[config.mk]
export PLATFORM = sky130hd
export DESIGN_NAME = lfsr_decrypter
export DESIGN_NICKNAME = d
export VERILOG_FILES = /design/src/rtl/lfsr_decrypter_pkg.sv /design/src/rtl/lfsr_decrypter_lfsr.sv /design/src/rtl/lfsr_decrypter.sv
export SDC_FILE = /design/constraint.sdc
export NUM_CORES = 1
export LEC_CHECK = 0
export BUFFER_PORTS_ARGS = -buffer_cell sky130_fd_sc_hd__buf_2
export CORE_MARGIN = 1.5
export CORE_UTILIZATION = 60
export DETAILED_ROUTE_END_ITERATION = 7
export PLACE_DENSITY_LB_ADDON = 0.3
export SLEW_MARGIN = 20
export SYNTH_ARGS = -nofsm -noshare
export SYNTH_HDL_FRONTEND = slang
export SYNTH_HIERARCHICAL = 1
export SYNTH_SLANG_ARGS = --single-unit
export TNS_END_PERCENT = 30
[constraint.sdc]
create_clock -name clk -period 4 [get_ports clk]
set_clock_uncertainty 0.1 [all_clocks]
set_input_delay 0.6 -clock clk [delete_from_list [all_inputs] [get_ports clk]]
set_output_delay 0.6 -clock clk [all_outputs]
set_load 0.01 [all_outputs]
[src/rtl/lfsr_decrypter_pkg.sv]
// Shared definitions for the LFSR stream cipher: tap mask, key-byte and step
// functions, default preamble character and FSM state encoding.
package lfsr_decrypter_pkg;

  // Feedback taps at bit positions 2, 5, 6, 12 and 30.
  localparam logic [31:0] LFSR_TAPS        = 32'h4000_1064;
  localparam logic [7:0]  PRE_CHAR_DEFAULT = 8'h5F;

  typedef enum logic [1:0] {
    ST_IDLE = 2'd0,
    ST_PRE  = 2'd1,
    ST_DATA = 2'd2,
    ST_DONE = 2'd3
  } state_t;

  function automatic logic [7:0] key_byte(input logic [31:0] v);
    return v[7:0] ^ v[15:8] ^ v[23:16] ^ {1'b1, v[30:24]};
  endfunction

  function automatic logic [31:0] lfsr_next(input logic [31:0] v);
    return {v[30:0], ^(v & LFSR_TAPS)};
  endfunction

endpackage

[src/rtl/lfsr_decrypter_lfsr.sv]
// Keystream generator: 32-bit LFSR, loaded from a seed, stepped once per
// accepted byte; psrByte is the key for the current (pre-step) value.
module lfsr_decrypter_lfsr
  import lfsr_decrypter_pkg::*;
(
  input  logic        clk,
  input  logic        rst,
  input  logic        ldLFSR,
  input  logic [31:0] seed,
  input  logic        step,
  output logic [7:0]  psrByte
);

  logic [31:0] lfsr;

  always_ff @(posedge clk or posedge rst) begin
    if (rst) begin
      lfsr <= '0;
    end else if (ldLFSR) begin
      lfsr <= seed;
    end else if (step) begin
      lfsr <= lfsr_next(lfsr);
    end
  end

  assign psrByte = key_byte(lfsr);

endmodule

[src/rtl/lfsr_decrypter.sv]
// Receive-side LFSR stream decryptor: strips and checks a fixed preamble, then
// forwards len plaintext bytes through a one-entry output register.
module lfsr_decrypter
  import lfsr_decrypter_pkg::*;
#(
  parameter int unsigned PRE_LEN  = 8,
  parameter logic [7:0]  PRE_CHAR = PRE_CHAR_DEFAULT
) (
  input  logic        clk,
  input  logic        rst,
  input  logic        start,
  input  logic [31:0] seed,
  input  logic [7:0]  len,
  input  logic [7:0]  cipher_in,
  input  logic        cipher_valid,
  output logic        cipher_ready,
  output logic [7:0]  plain_out,
  output logic        plain_valid,
  input  logic        plain_ready,
  output logic        busy,
  output logic        done,
  output logic        pre_err
);

  localparam logic [3:0] PRE_LAST = 4'(PRE_LEN - 1);

  state_t     state_q, state_d;
  logic [3:0] pre_cnt;
  logic [7:0] pay_cnt;
  logic [7:0] len_q;
  logic [7:0] key;
  logic [7:0] plain;
  logic       load;
  logic       accept;
  logic       out_hs;

  assign load   = (state_q == ST_IDLE) && start;
  assign accept = cipher_valid && cipher_ready;
  assign out_hs = plain_valid && plain_ready;
  assign plain  = cipher_in ^ key;

  lfsr_decrypter_lfsr u_lfsr (
    .clk    (clk),
    .rst    (rst),
    .ldLFSR (load),
    .seed   (seed),
    .step   (accept),
    .psrByte(key)
  );

  always_ff @(posedge clk or posedge rst) begin
    if (rst) begin
      state_q <= ST_IDLE;
    end else begin
      state_q <= state_d;
    end
  end

  // pay_cnt counts accepted payload bytes; once it reaches len_q the output
  // register holds the last byte, so its handshake ends the message.
  always_comb begin
    state_d      = state_q;
    cipher_ready = 1'b0;
    busy         = 1'b0;
    done         = 1'b0;
    case (state_q)
      ST_IDLE: begin
        if (start) state_d = ST_PRE;
      end
      ST_PRE: begin
        cipher_ready = 1'b1;
        busy         = 1'b1;
        if (accept && (pre_cnt == PRE_LAST)) begin
          state_d = (len_q == '0) ? ST_DONE : ST_DATA;
        end
      end
      ST_DATA: begin
        cipher_ready = (!plain_valid || plain_ready) && (pay_cnt != len_q);
        busy         = 1'b1;
        if (out_hs && (pay_cnt == len_q)) state_d = ST_DONE;
      end
      ST_DONE: begin
        done    = 1'b1;
        state_d = ST_IDLE;
      end
      default: state_d = ST_IDLE;
    endcase
  end

  always_ff @(posedge clk or posedge rst) begin
    if (rst) begin
      pre_cnt     <= '0;
      pay_cnt     <= '0;
      len_q       <= '0;
      plain_out   <= '0;
      plain_valid <= 1'b0;
      pre_err     <= 1'b0;
    end else begin
      if (load) begin
        len_q   <= len;
        pre_cnt <= '0;
        pay_cnt <= '0;
        pre_err <= 1'b0;
      end
      if (state_q == ST_PRE && accept) begin
        pre_cnt <= pre_cnt + 4'd1;
        if (plain != PRE_CHAR) pre_err <= 1'b1;
      end
      if (state_q == ST_DATA) begin
        if (accept) begin
          plain_out   <= plain;
          plain_valid <= 1'b1;
          pay_cnt     <= pay_cnt + 8'd1;
        end else if (out_hs) begin
          plain_valid <= 1'b0;
        end
      end
    end
  end

endmodule

# After elaboration in Yosys (flattened, before gate mapping)
# Index checks and enable logic that the tools add are counted.
# word_totals
register_bits	63
inputBits	53
out_inout_bits	13
elab_cells	63
# classes
add_sub_neg	2
eq_ne	10
mux	20
n_bitwise	4
n_reduce_logical	19
# op_table
op	n
$mux W31	2
$reduce_xor A32 Y1	1
$xor A8 B8 Y8	4
$mux W8	3
$add A8 B1 Y8 const B	1
$eq A8 B8 Y1	1
$logic_not A8 Y1	1
$mux W1	8
$mux W4	2
$ne A8 B7 Y1 const B	1
$ne A8 B8 Y1	1
$pmux W2 S4	1
$logic_and A1 B1 Y1	7
$mux W2	3
$ne A2 B2 Y1 const B	3
$reduce_bool A2 Y1	3
$add A4 B1 Y4 const B	1
$eq A2 B2 Y1 const B	2
$eq A4 B3 Y1 const B	1
$reduce_and A2 Y1	2
$reduce_and A3 Y1	1
$eq A2 B1 Y1 const B	1
$logic_not A2 Y1	1
$pmux W1 S2	1
3 further kinds	3

# Logic depth before layout (Yosys ltp)
# Gate-level depths: netlist of run 1.
# depth
ltp_word	8
ltp_mapped	10

# Cells and area by module
# The synthesis of run 1 kept the hierarchy.
# modules_own_cells
module	instances	cells_per_inst	area_each_um2	seq_area_each_um2
lfsr_decrypter	1	166	1806.7	800.8
lfsr_decrypter_lfsr	1	163	1659.1	775.7

# Worst setup path before layout of run 1
# Ideal clock, no wire load.
# synth_path
path_kind	register -> register
start	register state_q[1]
end	register state_q[1]
arrival_time_ns	1.778
path_slack_ns	1.997
stages_incl_launch_ff	8
n_path_buf	0
period_less_slack_ns	2.003
path_cell_list	dfrtp_1 inv_1 ha_1 and2_1 nand4b_1 a21oi_1 o21a_1 mux2_2
# synth_via
elab_chain_len	6
elab_cells_between_ends	12
classes_between	eq/ne: 6; mux: 2; reduce/logical: 4
# synth_lines
item	line	rtl
start, declared	lfsr_decrypter.sv:27	state_t state_q, state_d;
start signal, assigned	lfsr_decrypter.sv:55	state_q <= state_d;
$eq A2 B2 Y1 / $eq A2 B1 Y1 (equally long branches)	lfsr_decrypter.sv:66	case (state_q)
$pmux W1 S2	lfsr_decrypter.sv:66	
$logic_and A1 B1 Y1	lfsr_decrypter.sv:38	assign accept = cipher_valid && cipher_ready;
$logic_and A1 B1 Y1	lfsr_decrypter.sv:73	if (accept && (pre_cnt == PRE_LAST)) begin
$ne A2 B2 Y1 (no line)	--	
$reduce_and A3 Y1 (no line)	--	
# Parallel ways exist; a longest one is shown, timed or not.
# A chain may end at the register's enable or synchronous reset.

# Worst setup path after layout of run 1
# layout_path
start	register pay_cnt[2]
end	output port cipher_ready
# layout_via
elab_chain_len	3
# layout_lines
item	line	rtl
start, declared	lfsr_decrypter.sv:29	logic [7:0] pay_cnt;
start signal, assigned	lfsr_decrypter.sv:113	pay_cnt <= pay_cnt + 8'd1;
$ne A8 B8 Y1	lfsr_decrypter.sv:78	cipher_ready = (!plain_valid || plain_ready) && (pay_cnt != len_q);
$logic_and A1 B1 Y1	lfsr_decrypter.sv:78	
$pmux W1 S2	lfsr_decrypter.sv:66	
end, declared	lfsr_decrypter.sv:16	output logic cipher_ready,
# Every way passes these cells.

==> out/results.ini, run 1 <==
[sta]
maxSlewViolCount = 0
final.min_clock_period_ps = 2694
worst_pin_slew_ps = 980.2
rsz0062_at_grt = no
hold_viol_final = 0
slew_headroom_pct = 34.56
fmax_ghz = 0.3712
min_period_over_period_pct = 67.35
setup_viol = 0
fin_tns_setup_ps = 0

[detailed_routing]
postRouteAntennaNets = 0
detail_route.first_pass.iterations = 4
wire_per_inst_um = 15.22
wirelength_mm = 7.110
num_vias = 2608
drt_iter0_drc = 157
via_per_inst = 5.585
drc_errors = 0

[clock_network]
cts_sinks = 63
postCtsResizedCells = 0
cts-root-buf = clkbuf_8
cts_hold_buf = 0
cts_tree = yes
cts_buffer_depth = 2
path_clk_slew_ps = 70
numCtsBuffers = 9
clk_latency_ps = 340
post-cts-setup-buffer-count = 0
cts_max_level = 3

[yosys]
syn_avg_cell_area_um2 = 10.53
synth_ff_type = dfrtp_1
netlist_top_cells_count = dfrtp_1 (63), nand2_1 (46), o21ai_0 (38), mux2i_1 (31), xnor2_1 (24)
synth_edf_count = 0
ys_ff_latch = 63
yosysSeqAreaShare_pct = 45.49
yosys_warnings = 6
synth_area_leaders = dfrtp_1 (45%), mux2i_1 (9.0%), xnor2_1 (6.1%)
synth_top_cell_area_share_pct = 45.49
synthArstFlopShare_pct = 100.0
yosys.area.top_type = dfrtp_1
synth_cells = 329
synth_area_mm2 = 0.003466
yosysUniqueCellTypes = 44
syn-num-nets = 389
synth.most_common_cell = dfrtp_1

[power_and_ir_drop]
switching_power_mw = 1.276
switching_share_pct = 39.92
power.density_mw_per_mm2 = 801.4
p_leak_nw = 1.736
power_frac_comb_pct = 48.2
p_int_mw = 1.921
seqPwrFrac_pct = 36.8
clkPwrFrac_pct = 14.9
ir_worst_vdd_mv = 0.4848

[layout]
area_delta_synth_final_pct = 15.13
antennaDiodeCount = 0
layout-drive-gt1-share_pct = 26.84
fin_nets = 452
final_cells = 467

[worst_setup_path]
max_stage_delay_ps = 440
worst_r2r_path_depth = 8
critPathKind = reg2out
worstPathCellList = xnor2_1, nand4_1, or2_1, a31oi_1, nor2b_1, buf_2
cp.required_ps = 3300
path_buf_inv = 1
worstPathMaxFanout = 6
reg2reg_slack_ps = 1370
critPathTopFamily = simple AND/OR/NAND/NOR gates
critPathLaunchType = flop
critical_path_arrival_ps = 1990
critPathCaptureType = output pin
path_depth = 6
worst_path_max_delay_cell = dfrtp_1

[floorplan]
die-area_mm2 = 0.006241
fp-row-count = 27
ios = 66
core_mm2 = 0.005540
fp.dieH_um = 79
die_width_um = 79
start_util_pct = 62.56

[global_route]
grt_max_degree = 73
overflow = 0
grt_pass1_wl_mm = 11.93
antenna_found_initial = 0
grt.total_usage_pct = 25.10
first_global_vias = 2560

[placed_design]
dpl.cell_count = 453
dpl.hpwl_mm = 5.221
place.port_buffers = 64
gp_congestion = 0.7783

[job]
drv_cap = 0

[worst_hold_path]
hold_class = in2async

[outcome]
outcome = finished clean

-- stage by stage --
stage          hold slack, ps  power [mW]  area, um2  util, %  setup slack [ps]
2_1_floorplan           378.4       2.350       3466        -              1997
3_3_place_gp            365.5       2.648       3826    69.06              1453
3_5_place_dp            370.5       2.735       3826    69.06              1361
4_1_cts                 253.8       3.210       3990    72.02              1300
5_1_grt                 280.2       3.435       3990    72.02              1195
6_report                244.6       3.198       3990    72.02              1306
-- per-layer routing --
| metal | vias to the layer above | global-route usage, % | part of all wire, % |
|---|---|---|---|
| li1 | 1272 | - | - |
| met1 | 1264 | 31.50 | 44 |
| met2 | 62 | 41.79 | 50 |
| met3 | 10 | 4.023 | 4.0 |
| met4 | 0 | 12.98 | 2.0 |
| met5 | - | 0 | 0 |
-- worst reg2reg max path, stage by stage, from the launching register on --
cell and delay, ps:
dfrtp_1 440, xnor2_1 170, nand4_1 170, or2_1 130, a31oi_1 140, nor2_4 670
buf_4 350, mux2i_1 210, o21ai_0 100
-- final timing paths --
path | startpoint | endpoint
worst max-delay path | pay_cnt[2] | cipher_ready
worst min-delay path | rst | u_lfsr/lfsr[21]
worst max register to register | pay_cnt[2] | u_lfsr/lfsr[2]
worst min register to register | pre_err | pre_err
max in group asynchronous | rst | pre_cnt[1]
min in group clk | seed[1] | u_lfsr/lfsr[1]
-- final cells by class --
type,count,area (um2)
Multi-Input combinational cell,241,1779
Tap cell,72,90.09
Clock buffer,13,158.9
Inverter,10,37.54
Fill cell,436,1550
Clock inverter,1,5.005
Timing Repair Buffer,67,342.8
Sequential cell,63,1577
-- power by group through the flow --
stage | sequential [mW] | combinational [mW] | clock [mW]
after floorplan | 1.14 | 1.21 | 0
after global placement | 1.17 | 1.48 | 0
after detailed placement | 1.18 | 1.55 | 0
after CTS | 1.17 | 1.55 | 0.485
after global routing | 1.21 | 1.72 | 0.508
final | 1.18 | 1.54 | 0.477
-- state kept, by name, indices dropped and copies added (netlist names) --
signal	flops
u_lfsr/lfsr	31
len_q	8
pay_cnt	8
plain_out	8
pre_cnt	4
state_q	2
plain_valid	1
pre_err	1
-- logic make-up (layout without fill, tap and decap cells) --
| kind of cell | count (synthesis) | count (layout) | share of synthesized area, % |
|---|---|---|---|
| and+or+nand+nor | 87 | 87 | 12.53 |
| AOI/OAI and AO/OA | 59 | 59 | 10.40 |
| xor gates and xnor gates | 41 | 41 | 10.76 |
| buffers and inverters | 25 | 91 | 3.394 |
| adders and majority gates | 7 | 7 | 2.527 |
| DFF | 63 | 63 | 45.49 |
| muxes | 47 | 47 | 14.91 |
-- cell usage in the layout (no fill, tap or decap), types with 3 or more instances in the layout --
master	instances
nand2_1	46
mux2_4	7
nand4_1	4
o21ai_0	38
nand2b_1	3
nand4b_1	3
buf_2	64
inv_1	8
buf_4	3
clkbuf_8	11
mux2_2	9
nor4_1	3
mux2i_1	31
xor2_1	16
a22oi_1	6
ha_1	7
or2_2	3
dfrtp_1	63
xnor2_1	24
a31o_1	4
nand3_1	10
Power figures use the tool's default switching activity.
==> run 2, diff against run 1 <==
CORE_UTILIZATION = 56   (was 60)
clock period = 2.5 ns   (was 4 ns; I/O delays follow)
==> out/results.ini, run 2 (synthesized netlist as in run 1, its figures left out) <==
[detailed_routing]
via_per_inst = 5.476  ; was 5.585
num_vias = 2601  ; was 2608
wirelength_mm = 7.374  ; was 7.110 mm
drc_errors = 0  ; unchanged
postRouteAntennaNets = 0  ; unchanged
drt_iter0_drc = 99  ; was 157
wire_per_inst_um = 15.52  ; was 15.22 um
detail_route.first_pass.iterations = 4  ; unchanged

[power_and_ir_drop]
power.density_mw_per_mm2 = 1281  ; was 801.4 mW/mm2
ir_worst_vdd_mv = 0.7617  ; was 0.4848 mV
p_leak_nw = 1.770  ; was 1.736 nW

[clock_network]
cts_hold_buf = 0  ; unchanged
cts_buffer_depth = 2  ; unchanged
cts-root-buf = clkbuf_8  ; unchanged
path_clk_slew_ps = 70  ; about the same
cts_sinks = 63  ; unchanged
cts_max_level = 3  ; unchanged
clk_latency_ps = 330  ; was 340 ps
numCtsBuffers = 9  ; unchanged
postCtsResizedCells = 0  ; unchanged
post-cts-setup-buffer-count = 0  ; unchanged
cts_tree = yes  ; unchanged

[layout]
layout-drive-gt1-share_pct = 28.50  ; was 26.84%
final_cell_mix = buf_2 (64), dfrtp_1 (63), nand2_1 (46)  ; unchanged
layout_commonest_cell = buf_2  ; unchanged
fin_nets = 458  ; was 452
largest_reg_flops = 31  ; unchanged
final_util_pct = 68.03  ; was 72.02%
fill_cells = 488  ; was 436
area_delta_synth_final_pct = 16.90  ; was 15.13%
regMostFlops = u_lfsr/lfsr  ; unchanged
regArea_mm2 = 0.001577  ; unchanged
antennaDiodeCount = 0  ; unchanged
multi_input_comb_area_mm2 = 0.001785  ; was 0.001779 mm2

[worst_setup_path]
critPathCaptureType = flop  ; was output pin
critical_path_arrival_ps = 2470  ; was 1990 ps
worstPathMaxFanout = 9  ; was 6
cp.required_ps = 2620  ; was 3300 ps
critPathKind = reg2reg  ; was reg2out
critPathLaunchType = flop  ; unchanged

[placed_design]
place.port_buffers = 64  ; unchanged
dpl.hpwl_mm = 5.340  ; was 5.221 mm
gp_congestion = 0.8265  ; was 0.7783

[global_route]
grt.total_usage_pct = 24.40  ; was 25.10%
grt_max_degree = 33  ; was 73
grt_pass1_wl_mm = 12.00  ; was 11.93 mm
antenna_found_initial = 0  ; unchanged
first_global_vias = 2559  ; was 2560
overflow = 0  ; unchanged

[job]
drv_cap = 0  ; unchanged

[sta]
fmax_ghz = 0.4269
setup_viol = 0  ; unchanged
maxSlewViolCount = 0  ; unchanged
hold_viol_final = 0  ; unchanged
rsz0062_at_grt = no  ; unchanged
fin_tns_setup_ps = 0  ; unchanged
worst_pin_slew_ps = 604.7  ; was 980.2 ps
min_period_over_period_pct = 93.69
slew_headroom_pct = 59.63  ; was 34.56%
final.min_clock_period_ps = 2342

[floorplan]
die_width_um = 81.67  ; was 79 um
core_mm2 = 0.005956  ; was 0.005540 mm2
die-area_mm2 = 0.006670  ; was 0.006241 mm2
ios = 66  ; unchanged
fp-row-count = 28  ; was 27
fp.dieH_um = 81.67  ; was 79 um
start_util_pct = 58.19  ; was 62.56%

[worst_hold_path]
hold_class = in2async  ; unchanged

[outcome]
outcome = finished clean  ; unchanged

## run 2: metal layers
layer	global-route usage (%)	up-vias	wire, um
met1	29.94	1250	3217
met5	0	-	0
met2	42.64	59	3794
li1	-	1280	-
met4	6.441	0	111
met3	6.333	12	250
## run 2: layout make-up
cell class | instances | area share, %
Sequential cell | 63 | 38.91
Clock inverter | 1 | 0.1235
Timing Repair Buffer | 73 | 9.574
Multi-Input combinational cell | 241 | 44.07
Clock buffer | 12 | 4.077
Inverter | 10 | 0.9265
Tap cell | 75 | 2.316
## run 2: worst max-delay path: stages, from the launching register on
cell and delay [ps]:
dfrtp_1 380, inv_1 110, ha_1 390, and2_1 240, nand3_1 340, and2_1 400
a31o_2 280
## run 2: report_power, final
part	internal, mW	switching [mW]	total, mW
Sequential	1.46	0.419	1.88
Combinational	1.24	1.29	2.53
Clock	0.423	0.356	0.779
## run 2: path summary, 6_finish.rpt
check | start | to | slack, ps | cells after the start
worst max register to register | state_q[0] | pay_cnt[2] | 160 | 6
max in group asynchronous | rst | u_lfsr/lfsr[16] | 1970 | 3
worst min register to register | pre_err | pre_err | 390 | 2
min in group clk | seed[4] | u_lfsr/lfsr[4] | 150 | 3
worst min-delay path | rst | len_q[7] | 30 | 3
worst max-delay path | state_q[0] | pay_cnt[2] | 160 | 6
## run 2: through the flow
| stage | setup WS, ps | instance area, um2 | total power, mW | cells | hold WS (ps) |
|---|---|---|---|---|---|
| floorplan | 497.5 | 3466 | 3.760 | 329 | 378.4 |
| global placement | 278.7 | 3875 | 4.286 | 462 | 371.7 |
| detailed placement | 214.7 | 3875 | 4.408 | 462 | 373.3 |
| CTS | 83.30 | 4045 | 5.210 | 475 | 35.04 |
| global route | 23.03 | 4051 | 5.594 | 475 | 76.55 |
| finish | 157.8 | 4051 | 5.191 | 475 | 29.00 |
==> run 3, diff against run 2 <==
CORE_UTILIZATION = 35   (was 56)
RECOVER_POWER = 25   (was unset)
clock period = 2.84 ns   (was 2.5 ns; I/O delays follow)
==> out/results.ini, run 3 (synthesized netlist as in run 1, its figures left out) <==
[power_and_ir_drop]
power.density_mw_per_mm2 = 1127  ; was 1281 mW/mm2
p_leak_nw = 1.771  ; was 1.770 nW
ir_worst_vdd_mv = 0.4248  ; was 0.7617 mV

[worst_setup_path]
max_stage_delay_ps = 440  ; was 400 ps
crit_start = pay_cnt[4]  ; was state_q[0]
worst_path_max_delay_cell = dfrtp_1  ; was and2_1
critPathLaunchType = flop  ; unchanged
critical_path_arrival_ps = 2010  ; was 2470 ps
critPathCaptureType = output pin  ; was flop
worstPathCellList = xnor2_1, nand4_2, or2_1, a31oi_1, nor2b_1, buf_2  ; was inv_1, ha_1, and2_1, nand3_1, and2_1, a31o_2
worstPathMaxFanout = 6  ; was 9
critPathKind = reg2out  ; was reg2reg
cp.required_ps = 2310  ; was 2620 ps
r2r_start = state_q[1]  ; was state_q[0]

[placed_design]
gp_congestion = 0.8081  ; was 0.8265
pre_cts_ws_ps = 542.2  ; was 214.7 ps
dpl.hpwl_mm = 5.473  ; was 5.340 mm
dpl.cell_count = 519  ; was 462
place.port_buffers = 64  ; unchanged

[detailed_routing]
detail_route.first_pass.iterations = 4  ; unchanged
postRouteAntennaNets = 0  ; unchanged
drt_iter0_drc = 46  ; was 99
drc_errors = 0  ; unchanged
wire_per_inst_um = 13.65  ; was 15.52 um
via_per_inst = 4.721  ; was 5.476
num_vias = 2521  ; was 2601
wirelength_mm = 7.287  ; was 7.374 mm

[sta]
worst_pin_slew_ps = 1698  ; was 604.7 ps
fmax_ghz = 0.3949
hold_viol_final = 0  ; unchanged
min_period_over_period_pct = 89.16
final.min_clock_period_ps = 2532
fin_tns_setup_ps = 0  ; unchanged
rsz0062_at_grt = no  ; unchanged
layout_setup_ws_ps = 307.9  ; was 157.8 ps
maxSlewViolCount = 65  ; was 0
slew_headroom_pct = -13.20  ; was 59.63%
setup_viol = 0  ; unchanged

[global_route]
antenna_found_initial = 0  ; unchanged
overflow = 0  ; unchanged
grt_max_degree = 39  ; was 33
grt_pass1_wl_mm = 12.00  ; unchanged
grt.total_usage_pct = 15.18  ; was 24.40%
first_global_vias = 2450  ; was 2559

[layout]
area_delta_synth_final_pct = 20.51  ; was 16.90%
final_cells = 534  ; was 475
regMostFlops = u_lfsr/lfsr  ; unchanged
fin_nets = 457  ; was 458
largest_reg_flops = 31  ; unchanged
fill_cells = 962  ; was 488
antennaDiodeCount = 0  ; unchanged
layout-drive-gt1-share_pct = 27.68  ; was 28.50%
final_cell_mix = buf_2 (63), dfrtp_1 (63), nand2_1 (46)  ; was buf_2 (64), dfrtp_1 (63), nand2_1 (46)

[clock_network]
postCtsResizedCells = 0  ; unchanged
cts_sinks = 63  ; unchanged
path_clk_slew_ps = 70  ; about the same
clk_latency_ps = 340  ; was 330 ps
numCtsBuffers = 9  ; unchanged
cts_tree = yes  ; unchanged
cts-root-buf = clkbuf_8  ; unchanged
cts_hold_buf = 0  ; unchanged
cts_buffer_depth = 2  ; unchanged
cts_max_level = 3  ; unchanged
post-cts-setup-buffer-count = 0  ; unchanged

[floorplan]
core_mm2 = 0.009684  ; was 0.005956 mm2
fp.dieH_um = 102.5  ; was 81.67 um
start_util_pct = 35.79  ; was 58.19%
ios = 66  ; unchanged
fp-row-count = 36  ; was 28
die-area_mm2 = 0.01051  ; was 0.006670 mm2
die_width_um = 102.5  ; was 81.67 um

[job]
drv_cap = 2  ; was 0

[outcome]
violations = capacitance limit, slew limit
outcome = complete, but fails checks  ; was finished clean

[worst_hold_path]
min_from = seed[16]
hold_class = in2reg  ; was in2async

[run 3: cell count changes in the layout (fill, tap and decap cells not counted), moves of 2 or more]
cell        change
buf_4           -5
clkbuf_1        +3
clkinvlp_4      +3
buf_12          +2
bufinv_16       +2
clkbuf_8        -2
[run 3: critical path: cells and delay by family, from the launching register on]
family	cells	cell delay, ps
compound gates	1	340
xor+xnor	1	220
buf+inv	1	150
flops	1	440
simple gates	3	510
[run 3: area by class of cell]
cell class	count	area (um2)	share of cell area [%]
clock buffer	10	137.6	3.295
clock inverter	5	82.58	1.977
inverter	10	37.54	0.8987
multi-input combinational	241	1779	42.60
sequential	63	1577	37.75
tap	133	166.4	3.984
timing repair buffer	72	396.6	9.497
[run 3: power by group]
group	total, mW	switching [mW]	internal, mW	leakage, nW
Combinational	2.19	1.09	1.10	0.878
Sequential	1.65	0.364	1.29	0.792
Clock	0.865	0.352	0.513	0.101
[run 3: final timing paths]
kind / end / slack (ps) / cells past startpoint
worst max-delay path: cipher_ready / 310 / 6
worst min-delay path: u_lfsr/lfsr[16] / 180 / 3
worst max register to register: pay_cnt[7] / 530 / 7
worst min register to register: plain_out[4] / 410 / 1
max in group asynchronous: u_lfsr/lfsr[21] / 1080 / 3
min in group asynchronous: u_lfsr/lfsr[1] / 560 / 3
[run 3: per-layer routing]
layer / global-route usage [%] / part of all wire (%)
met1: 20.07 / 47
met2: 24.20 / 47
met3: 4.339 / 4.2
met4: 4.742 / 1.2
met5: 0 / 0
[run 3: metrics by stage]
stage               hold WS, ps  utilization [%]  instance area, um2  power [mW]
CTS                       70.08            43.22                4185       4.797
floorplan                 378.4                -                3466       3.310
global placement          396.2            40.94                3965       3.860
detailed placement        390.8            40.94                3965       3.908
global route              181.0            43.13                4177       5.118
finish                    182.3            43.13                4177       4.706
